### src/rtl/muladd_pkg.sv
// rtl/muladd_pkg.sv - shared types and constants for the iterative multiply-accumulate unit
//
// Contents:
//   muladd_state_t : FSM encoding (IDLE, BUSY, DONE)
//   ALU_MULADD     : alucontrol code that routes an instruction to this unit

package muladd_pkg;

    typedef enum logic [1:0] {
        IDLE = 2'd0,
        BUSY = 2'd1,
        DONE = 2'd2
    } muladd_state_t;

    localparam logic [2:0] ALU_MULADD = 3'b101;

endpackage

### src/rtl/muladd_step.sv
// rtl/muladd_step.sv - one radix-2 shift-add iteration of the multiply-accumulate engine
//
// Ports:
//   acc, mcand, mplier                : current accumulator, shifted multiplicand, shifted multiplier
//   acc_next, mcand_next, mplier_next : values after one iteration (purely combinational)

module muladd_step
    import muladd_pkg::*;
#(
    parameter int WIDTH = 32
) (
    input  logic [WIDTH-1:0] acc,
    input  logic [WIDTH-1:0] mcand,
    input  logic [WIDTH-1:0] mplier,
    output logic [WIDTH-1:0] acc_next,
    output logic [WIDTH-1:0] mcand_next,
    output logic [WIDTH-1:0] mplier_next
);

    // Sum wraps at WIDTH bits; the carry out is dropped on purpose.
    assign acc_next    = mplier[0] ? (acc + mcand) : acc;
    assign mcand_next  = mcand << 1;
    assign mplier_next = mplier >> 1;

endmodule

### src/rtl/muladd_seq.sv
// rtl/muladd_seq.sv - multi-cycle unsigned b*c+a unit with pipeline stall request
//
// Optional build macro: MULADD_EARLY_EXIT_EN (finish as soon as the remaining multiplier is zero).
//
// Ports:
//   clk       : rising-edge clock
//   reset     : asynchronous active-low reset
//   start     : launch request, sampled only in IDLE
//   flush     : synchronous abort, back to IDLE without done
//   a, b, c   : addend, multiplicand, multiplier
//   busy      : high in BUSY and DONE
//   stall_req : (start in IDLE) or BUSY
//   done      : one-cycle pulse, result valid
//   result    : (b*c + a) mod 2^WIDTH, held until the next completed operation

module muladd_seq
    import muladd_pkg::*;
#(
    parameter  int WIDTH = 32,
    localparam int CNT_W = $clog2(WIDTH) + 1
) (
    input  logic             clk,
    input  logic             reset,
    input  logic             start,
    input  logic             flush,
    input  logic [WIDTH-1:0] a,
    input  logic [WIDTH-1:0] b,
    input  logic [WIDTH-1:0] c,
    output logic             busy,
    output logic             stall_req,
    output logic             done,
    output logic [WIDTH-1:0] result
);

    muladd_state_t    state;
    muladd_state_t    state_next;
    logic [WIDTH-1:0] acc;
    logic [WIDTH-1:0] mcand;
    logic [WIDTH-1:0] mplier;
    logic [CNT_W-1:0] cnt;
    logic [WIDTH-1:0] acc_next;
    logic [WIDTH-1:0] mcand_next;
    logic [WIDTH-1:0] mplier_next;
    logic             last_iter;
    logic             accept;

    muladd_step #(.WIDTH(WIDTH)) u_step (
        .acc         (acc),
        .mcand       (mcand),
        .mplier      (mplier),
        .acc_next    (acc_next),
        .mcand_next  (mcand_next),
        .mplier_next (mplier_next)
    );

    assign accept = (state == IDLE) && start && !flush;

`ifdef MULADD_EARLY_EXIT_EN
    // Once no multiplier bits remain, further iterations cannot change acc.
    assign last_iter = (cnt == CNT_W'(WIDTH - 1)) || (mplier_next == '0);
`else
    assign last_iter = (cnt == CNT_W'(WIDTH - 1));
`endif

    always_ff @(posedge clk or negedge reset) begin
        if (!reset) begin
            state <= IDLE;
        end else begin
            state <= state_next;
        end
    end

    always_comb begin
        state_next = state;
        case (state)
            IDLE:    if (accept) state_next = BUSY;
            BUSY:    if (flush) state_next = IDLE;
                     else if (last_iter) state_next = DONE;
            DONE:    state_next = IDLE;
            default: state_next = IDLE;
        endcase
    end

    // stall_req drops in DONE so the frozen instruction captures result on that edge.
    always_comb begin
        busy      = (state == BUSY) || (state == DONE);
        done      = (state == DONE);
        stall_req = (start && (state == IDLE)) || (state == BUSY);
    end

    always_ff @(posedge clk or negedge reset) begin
        if (!reset) begin
            acc    <= '0;
            mcand  <= '0;
            mplier <= '0;
            cnt    <= '0;
            result <= '0;
        end else begin
            case (state)
                IDLE: begin
                    if (accept) begin
                        acc    <= a;
                        mcand  <= b;
                        mplier <= c;
                        cnt    <= '0;
                    end
                end
                BUSY: begin
                    if (!flush) begin
                        acc    <= acc_next;
                        mcand  <= mcand_next;
                        mplier <= mplier_next;
                        cnt    <= cnt + CNT_W'(1);
                        // Loaded on the edge into DONE so it is valid while done is high.
                        if (last_iter) begin
                            result <= acc_next;
                        end
                    end
                end
                default: ;
            endcase
        end
    end

endmodule

### config.mk
export PLATFORM = sky130hd
export DESIGN_NAME = muladd_seq
export DESIGN_NICKNAME = d
export VERILOG_FILES = /design/src/rtl/muladd_pkg.sv /design/src/rtl/muladd_step.sv /design/src/rtl/muladd_seq.sv
export SDC_FILE = /design/constraint.sdc
export NUM_CORES = 1
export LEC_CHECK = 0
export ABC_AREA = 1
export CORE_MARGIN = 2
export CORE_UTILIZATION = 42
export DETAILED_ROUTE_END_ITERATION = 12
export MAX_ROUTING_LAYER = met4
export PLACE_DENSITY_LB_ADDON = 0.05
export SYNTH_ARGS = -nofsm -noshare
export SYNTH_HDL_FRONTEND = slang
export SYNTH_SLANG_ARGS = --single-unit
### constraint.sdc
create_clock -name clk -period 2.6 [get_ports clk]
set_clock_uncertainty 0.2 [all_clocks]
set_input_delay 0.26 -clock clk [delete_from_list [all_inputs] [get_ports clk]]
set_output_delay 0.26 -clock clk [all_outputs]
set_load 0.1 [all_outputs]
; Word-level counts from Yosys, hierarchy flattened
; Index checks and enable logic that the tools add are counted.
[totals]
ff_bits = 136
input_bits = 100
[op_classes]
addsub = 2
eq_ne = 6
mux = 17
bitwise = 1
reduce_logical = 10
[op_table]
columns = cell, n
row1 = 32-bit 2-to-1 mux, 7
row2 = 32-bit case mux with 2 select lines, 3
row3 = 32-bit adder, 1
row4 = 6-bit 2-to-1 mux, 2
row5 = 6-bit case mux with 2 select lines, 1
row6 = 6-bit by 1-bit adder with 6-bit output (second input constant), 1
row7 = 6-bit by 5-bit equality test with 1-bit output (second input constant), 1
row8 = 2-bit 2-to-1 mux, 3
row9 = 3-bit AND reduction, 2
row10 = 2-bit != test (second input constant), 2
row11 = 2-bit case mux with 2 select lines, 1
row12 = 3-bit != test (second input constant), 1
row13 = 2-bit by 1-bit equality test with 1-bit output (second input constant), 1
row14 = 2-bit equality test (second input constant), 1
row15 = 1-bit logical AND, 2
row16 = 2-bit logical NOT, 1
row17 = 1-bit logical OR, 2
row18 = 2-bit AND reduction, 1
row19 = 2-bit nonzero test, 1
row20 = 1-bit logical NOT, 1
row21 = 1-bit inverter, 1

; Depth between registers and ports, before layout
; Gate-level depths: netlist of run 1.
[depth]
word_depth = 5
ltp_mapped = 13
depth_no_buf = 13

; Hierarchy
; From an unflattened synthesis of run 1, not the netlist that was laid out.
[unflattened]
cells_unflattened = 1254
hier_area_um2 = 9245.1
[modules_own_cells]
columns = mod, n_inst, cells_per_inst, area_per_inst_um2, seq_area_each_um2
row1 = muladd_seq, 1, 618, 6073.3, 3403.3
row2 = muladd_step, 1, 636, 3171.8, 0.0

; Worst setup path before layout of run 1
; OpenSTA, ideal clock, no wires.
[synth_timing]
path_kind = register to register
start = register acc[0]
end = register acc[20]
setup_time_ps = 124
t_arrival_ps = 1809
required_ps = 2276
slack_ps = 467
path_stages_with_launch = 13
n_path_buf = 0
path_cell_list = dfrtp_1 -> ha_1 -> fa_1 -> nand3_1 -> nand3_1 -> nand3_1 -> nand3_1 -> nand2_1 -> nand2_1 -> nand2_1 -> nand3_1 -> nand3_1 -> nand3_1
[synth_between]
elab_chain_cells = 4
[synth_rtl]
columns = element, line_no
row1 = from (decl), muladd_seq.sv:37  ; logic [WIDTH-1:0] acc;
row2 = from (signal assigned), muladd_seq.sv:110  ; acc <= acc_next;
row3 = 32-bit adder, muladd_step.sv:21  ; assign acc_next = mplier[0] ? (acc + mcand) : acc;
row4 = 32-bit 2-to-1 mux, muladd_step.sv:21
row5 = 32-bit 2-to-1 mux, muladd_seq.sv:109  ; if (!flush) begin
row6 = 32-bit case mux with 2 select lines, muladd_seq.sv:99  ; case (state)
; No other way between the ends. The select of a mux whose other input is x is not followed.
; A chain may end at the register's enable or synchronous reset.

; Final worst setup path of run 1
[layout_timing]
start = register acc[2]
end = register result[15]
[layout_between]
elab_chain_cells = 2
[layout_rtl]
columns = element, line_no
row1 = 32-bit adder, muladd_step.sv:21
row2 = 32-bit 2-to-1 mux, muladd_step.sv:21
row3 = to (signal assigned), muladd_seq.sv:116  ; result <= acc_next;
row4 = to (decl), muladd_seq.sv:32  ; output logic [WIDTH-1:0] result
; No other way between the ends.

==> summary.md, run 1 <==
| Metric | Value |
|---|---|
| Outcome | `finished, final reports clean` |
| CP Class | `flip-flop to flip-flop` |
| Fin. Hold Viols | `0` |
| ANT cells | `0` |
| Avg Inst Size Synth | `~7 um2` |
| CTS Sinks | `136` |
| Initial antenna violation count | `0` |
| Max cap viols | `0` |
| GRT Overall Usage | `a little over a quarter` |
| Clock tree buffer depth | `2` |
| CP Buf/Inv Count | `0` |
| Setup_tns | `0 ns` |
| Drt drc | `0` |
| Lkg Pwr | `5.46 nW` |
| Reg-to-Reg End | `result[15]` |
| Power Density | `1380 mW/mm2` |
| Dpl cells | `1585` |
| Ys flop type | `dfrtp_1` |
| Top delay family on crit path | `simple AND/OR/NAND/NOR gates` |
| Syn nets | `1346` |
| Chip Width | `146 um` |
| Final non-filler cell total | `1618` |
| WL/cell | `about 16 um` |
| Cts bufs inserted | `17` |
| Placement Rows | `slightly above 50` |
| Util after Layout | `54.5%` |
| CP max FO | `7` |
| Vias in the first global route | `between 7k and 8k` |
| Final #Nets | `approximately 1.5k` |
| Synth top area share | `40.4%` |
| Crit-path most repeated cell | `nand2_1` |
| First-pass GRT wire length | `approximately 43000 um` |
| Area leader, netlist | `dfrtp_1` |
| Slowest-stage cell, CP | `dfrtp_1` |
| IO Port Bufs | `134` |
| Layout cells sized above 1 | `roughly 8.1%` |
| Synth area leaders | `dfrtp_1 (40%), nand2_1 (17%), nor2_1 (7.4%), inv_1 (7.0%), nand3_1 (6.0%)` |
| Pin count of the biggest net entering global routing | `64` |
| Reg2Reg Launch Point | `acc[2]` |
| # fillers | `between 1.5k and 2k` |
| Final setup margin | `between 0.2 and 0.25 ns` |
| CP cell instances | `ha_1, nand2_1, nand3_1, nand2_1, nand2_1, nand2_1, nand2_1, xnor2_1, nand2_1, nand3_1, nand2_1` |
| Root buffer cell | `clkbuf_16` |
| Max frequency | `419 MHz` |
| Maximum level of the CTS H-tree | `4` |
| Worst hold path type | `input port to async pin` |
| Die Span Y | `146 um` |
| Warnings from Yosys | `0` |
| Count of final setup violators | `0` |
| Critical path data arrival time | `2.51 ns` |
| Hpwl dp | `19100 um` |
| DR pass1 iterations | `5` |
| RSZ-0062 raised after global routing | `false` |
| Footprint of the multi-input gates | `0.00421 mm2` |
| Fin crit share | `91.7%` |
| Netlist cell types | `33` |
| R2R cell count | `11` |
| RePlAce Congestion | `between 0.9 and 1` |
| Register area share after synthesis | `40.4%` |
| Worst skew pair latency | `0.44 ns` |
| CP Launch Type | `flip-flop` |
| Clock transition at the registers of the reported paths | `about 0.07 ns` |
| FFs w/ async S/R, synth | `100%` |
| Critical Path RT | `2.72 ns` |
| Total Wirelength | `approximately 26000 um` |
| Synth top cells by count | `nand2_1 (386), nor2_1 (167), inv_1 (157)` |
| Min cycle time layout | `between 2 and 2.5 ns` |
| Vias | `8082` |
| CP max stage delay | `0.40 ns` |
| DRT iter0 DRCs | `around 570` |
| Synthesized flop and latch total | `136` |
| Die area | `0.0212 mm2` |
| Pre-CTS WS | `0.0946 ns` |
| CORE AREA | `0.0196 mm2` |
| Setup bufs post-CTS | `0` |
| Synth Cell Area | `0.00842 mm2` |
| FF+latch area | `0.00340 mm2` |
| ANT nets after route | `0` |
| Worst VDD drop | `~1100 uV` |
| Area delta synth->final | `26.7%` |
| Post-synth EDFFs | `0` |
| # IOs | `135` |
| Starting Density | `43.0%` |
| Most common cell in the netlist | `nand2_1` |
| Vias per std cell | `about 5.0` |
| Worst reg2reg setup slack | `0.22 ns` |
| Worst-margin pin slew | `approximately 0.75 ns` |
| CTS tree | `yes` |
| Rel. slew slack | `between 40 and 50%` |
| Cells after Synth | `1210` |
| Final count of pins violating max slew | `0` |
| Remaining Overflow, GRT | `0` |
| Crit path capture type | `flip-flop` |
metrics by stage:
step | cell area (um2) | hold slack, ns | total power [mW]
final | 10700 | 0.144 | 14.7
after global routing | 10700 | 0.191 | 16.2
after CTS | 10700 | 0.170 | 14.7
after detailed placement | 10000 | 0.0527 | 12.1
after global placement | 10000 | 0.0614 | 12.0
after floorplan | 8420 | -0.236 | 9.68
power breakdown:
group / total (mW) / internal (mW) / leakage [nW] / switching (mW)
clock network: 2.60 / 1.49 / 0.303 / 1.11
registers: 3.50 / 2.88 / 1.63 / 0.617
logic: 8.64 / 3.06 / 3.53 / 5.58
total: 14.7 / 7.42 / 5.46 / 7.32
cell type report:
cell class              instances  area share (%)
multi-input cells             870            39.4
flip-flops and latches        136            31.9
repair buffers                154            14.1
inverters                     161            5.66
clock buffers                  18            4.11
well taps                     265            3.11
clock inverters                14            1.70
layer usage:
layer	GRT usage, %	wire [um]	vias up
met5	-	0	-
met4	5.64	312	0
met3	5.89	1630	23
met2	38.2	11000	209
met1	38.1	13100	3756
li1	-	-	4094
flip-flops by register name (all words and copies together) (netlist names):
| signal | flops |
|---|---|
| acc | 32 |
| mcand | 32 |
| mplier | 32 |
| result | 32 |
| cnt | 6 |
| state | 2 |
logic make-up after synthesis:
family          synth area share (%)
flops                           40.4
xor+xnor                        1.46
fa+ha+maj                       5.44
buf+inv                         9.83
simple gates                    32.4
mux                            0.238
compound gates                  10.3
placed cells by master (no fill, tap or decap), drive strengths merged:
cell / count
fa: 1
nand2: 386
a22oi: 1
dlygate4sd3: 1
clkbuf: 18
clkinv: 2
o22ai: 62
and2: 3
o211ai: 12
xor2: 4
o21bai: 6
nand3: 101
ha: 35
nand4: 3
a21o: 1
a22o: 2
o31ai: 1
or2: 7
xnor2: 10
nor3: 3
mux2i: 2
nor3b: 1
bufinv: 2
clkdlybuf4s50: 98
a21oi: 28
dfrtp: 136
inv: 170
o21ai: 30
buf: 55
clkinvlp: 1
nor2: 171
how the worst max path moves through the flow:
stage	depth (start not counted)	startpoint	slack [ns]	endpoint
floorplan	12	acc[0]	0.47	acc[20]
global placement	12	acc[0]	0.11	result[24]
detailed placement	9	acc[0]	0.09	result[8]
CTS	12	acc[0]	0.07	result[24]
global route	13	acc[2]	0.02	acc[21]
finish	11	acc[2]	0.22	result[15]
what timing repair did:
action	CTS	global route
hold buffers	1	0
resized for setup	0	5
endpoints found under the hold margin	76	0
setup endpoints to repair	0	14
Power figures use the tool's default switching activity.
==> inputs of run 2 (changes only) <==
CTS_BUF_LIST = sky130_fd_sc_hd__clkbuf_8   (was unset)
GPL_TIMING_DRIVEN = 0   (was unset)
==> run 2 against run 1 <==
Sequential power about the same. Routed wire length increased by 0.48%. Via count is 1.5% higher. Setup slack got worse by 0.13 ns. Power down 5.6%. Die area unchanged. Non-clock buffer count grew 26. Clock-buffer cell count stayed put. Cell count up 1.6%. Sequential share of layout area rose by 0.38 points. Critical endpoint is now busy. Largest power group unchanged.
==> summary.md, run 2 (synthesized netlist as in run 1, its figures left out) <==
| Metric | Value |
|---|---|
| Outcome | `finished, final reports clean` |
| WL/cell | `15.9 um` |
| Hold Slack | `0.155 ns` |
| Critical Path RT | `2.14 ns` |
| Reg-to-Reg End | `acc[28]` |
| Fin crit share | `96.6%` |
| First-pass GRT wire length | `41900 um` |
| Pre-CTS WS | `-0.0700 ns` |
| Hold path endpoint | `mplier[31]` |
| Worst hold path type | `input port to flip-flop` |
| Worst Hold Depth | `3` |
| Starting Density | `43.0%` |
| Vias per std cell | `4.99` |
| RSZ-0062 raised after global routing | `false` |
| GRT Overall Usage | `25.9%` |
| Lkg Pwr | `5.33 nW` |
| Pin count of the biggest net entering global routing | `74` |
| Remaining Overflow, GRT | `0` |
| Maximum level of the CTS H-tree | `4` |
| Power Density | `1320 mW/mm2` |
| Die area | `0.0212 mm2` |
| Initial antenna violation count | `0` |
| Die Span Y | `146 um` |
| Cts bufs inserted | `17` |
| Fin. Hold Viols | `0` |
| Count of final setup violators | `0` |
| Hold_sp | `c[31]` |
| Worst-margin pin slew | `~1.0 ns` |
| R2R cell count | `12` |
| # IOs | `135` |
| Total Wirelength | `26200 um` |
| CORE AREA | `0.0196 mm2` |
| Worst VDD drop | `814 uV` |
| Placement Rows | `51` |
| Drt drc | `0` |
| Worst skew pair latency | `0.47 ns` |
| Chip Width | `146 um` |
| Crit path capture type | `primary output` |
| Root buffer cell | `clkbuf_8` |
| Max frequency | `around 400 MHz` |
| Final #Nets | `~1.5k` |
| DRT iter0 DRCs | `between 500 and 600` |
| DR pass1 iterations | `6` |
| Worst reg2reg setup slack | `between 0.1 and 0.15 ns` |
| Vias | `8205` |
| Clock tree buffer depth | `2` |
| ANT nets after route | `0` |
| Min cycle time layout | `about 2.5 ns` |
| Final count of pins violating max slew | `0` |
| Commonest non-fill, non-tap cells in the layout | `nand2_1 (385), nor2_1 (167), inv_1 (157)` |
| CTS tree | `yes` |
| Design Area, Final | `0.0105 mm2` |
| RePlAce Congestion | `0.919` |
| Hpwl dp | `20200 um` |
| Most common cell after layout, fill and taps aside | `nand2_1` |
| Reg2Reg Launch Point | `mcand[0]` |
| CTS Sinks | `136` |
| IO Port Bufs | `~130` |
| CP max FO | `3` |
| Setup_tns | `0 ns` |
| Max cap viols | `0` |
| Vias in the first global route | `roughly 7.9k` |
| Rel. slew slack | `30.0%` |
| Area after DPL | `between 0.01 and 0.015 mm2` |
| Area delta synth->final | `25.2%` |
| CP Launch Type | `flip-flop` |
| Critical path data arrival time | `2.05 ns` |
| Layout cells sized above 1 | `6.60%` |
| ANT cells | `0` |
| Clock transition at the registers of the reported paths | `roughly 0.090 ns` |
| CP Class | `flip-flop to primary output` |
| Final setup margin | `0.0889 ns` |
run 2: cell count changes in the layout (fill, tap and decap cells not counted), sizes merged:
| cell | delta |
|---|---|
| inv | +1 |
| clkinvlp | +1 |
| bufinv | -2 |
| clkdlybuf4s15 | +1 |
| buf | -23 |
| dlygate4sd2 | +2 |
| clkbuf | +14 |
| clkdlybuf4s50 | +32 |
run 2: routing by layer:
layer,GRT usage [%],vias to the layer above,routed length (um)
met2,38.6,197,11400
met5,-,-,0
li1,-,4154,-
met3,5.30,38,1240
met1,36.3,3816,13100
met4,6.67,0,576
run 2: worst max-delay path, cell delays in order (launching register included):
cell and delay, ns:
dfrtp_1 0.39, inv_1 0.07, ha_1 0.27, dlygate4sd2_1 0.86
run 2: how the worst max path moves through the flow:
stage,startpoint,endpoint,slack [ns],cells past startpoint
floorplan,acc[0],acc[20],0.47,12
global placement,reset,mplier[12],-4.76,1
detailed placement,acc[0],result[28],-0.07,12
CTS,acc[0],acc[28],0.02,12
global route,acc[0],acc[28],0.005,12
finish,state[0],busy,0.09,3
run 2: area by class of cell:
type / count / area [um2]
sequential: 136 / 3400
tap: 265 / 332
fill: 1984 / 9040
buffer: 43 / 226
multi-input combinational: 870 / 4220
clock inverter: 14 / 128
clock buffer: 18 / 248
timing repair buffer: 137 / 1390
inverter: 161 / 604
run 2: what timing repair did:
action | CTS | global route
setup buffers | 0 | 1
gates resized for setup | 6 | 8
hold endpoints to repair | 72 | 0
cloned | 0 | 0
pin swaps | 0 | 1
endpoints found under the setup margin | 10 | 13
hold buffers | 1 | 0
run 2: power breakdown:
group	total (mW)	internal (mW)	switching [mW]
clock network	1.75	0.728	1.02
logic	8.64	3.01	5.63
registers	3.53	2.87	0.659
total	13.9	6.61	7.31
run 2: metrics by stage:
stage	utilization, %	cells	total power, mW
after global routing	53.8	1644	15.2
after floorplan	-	1210	9.68
after CTS	53.7	1643	13.8
after detailed placement	51.7	1610	12.0
after global placement	51.5	1609	11.9
final	53.8	1644	13.9
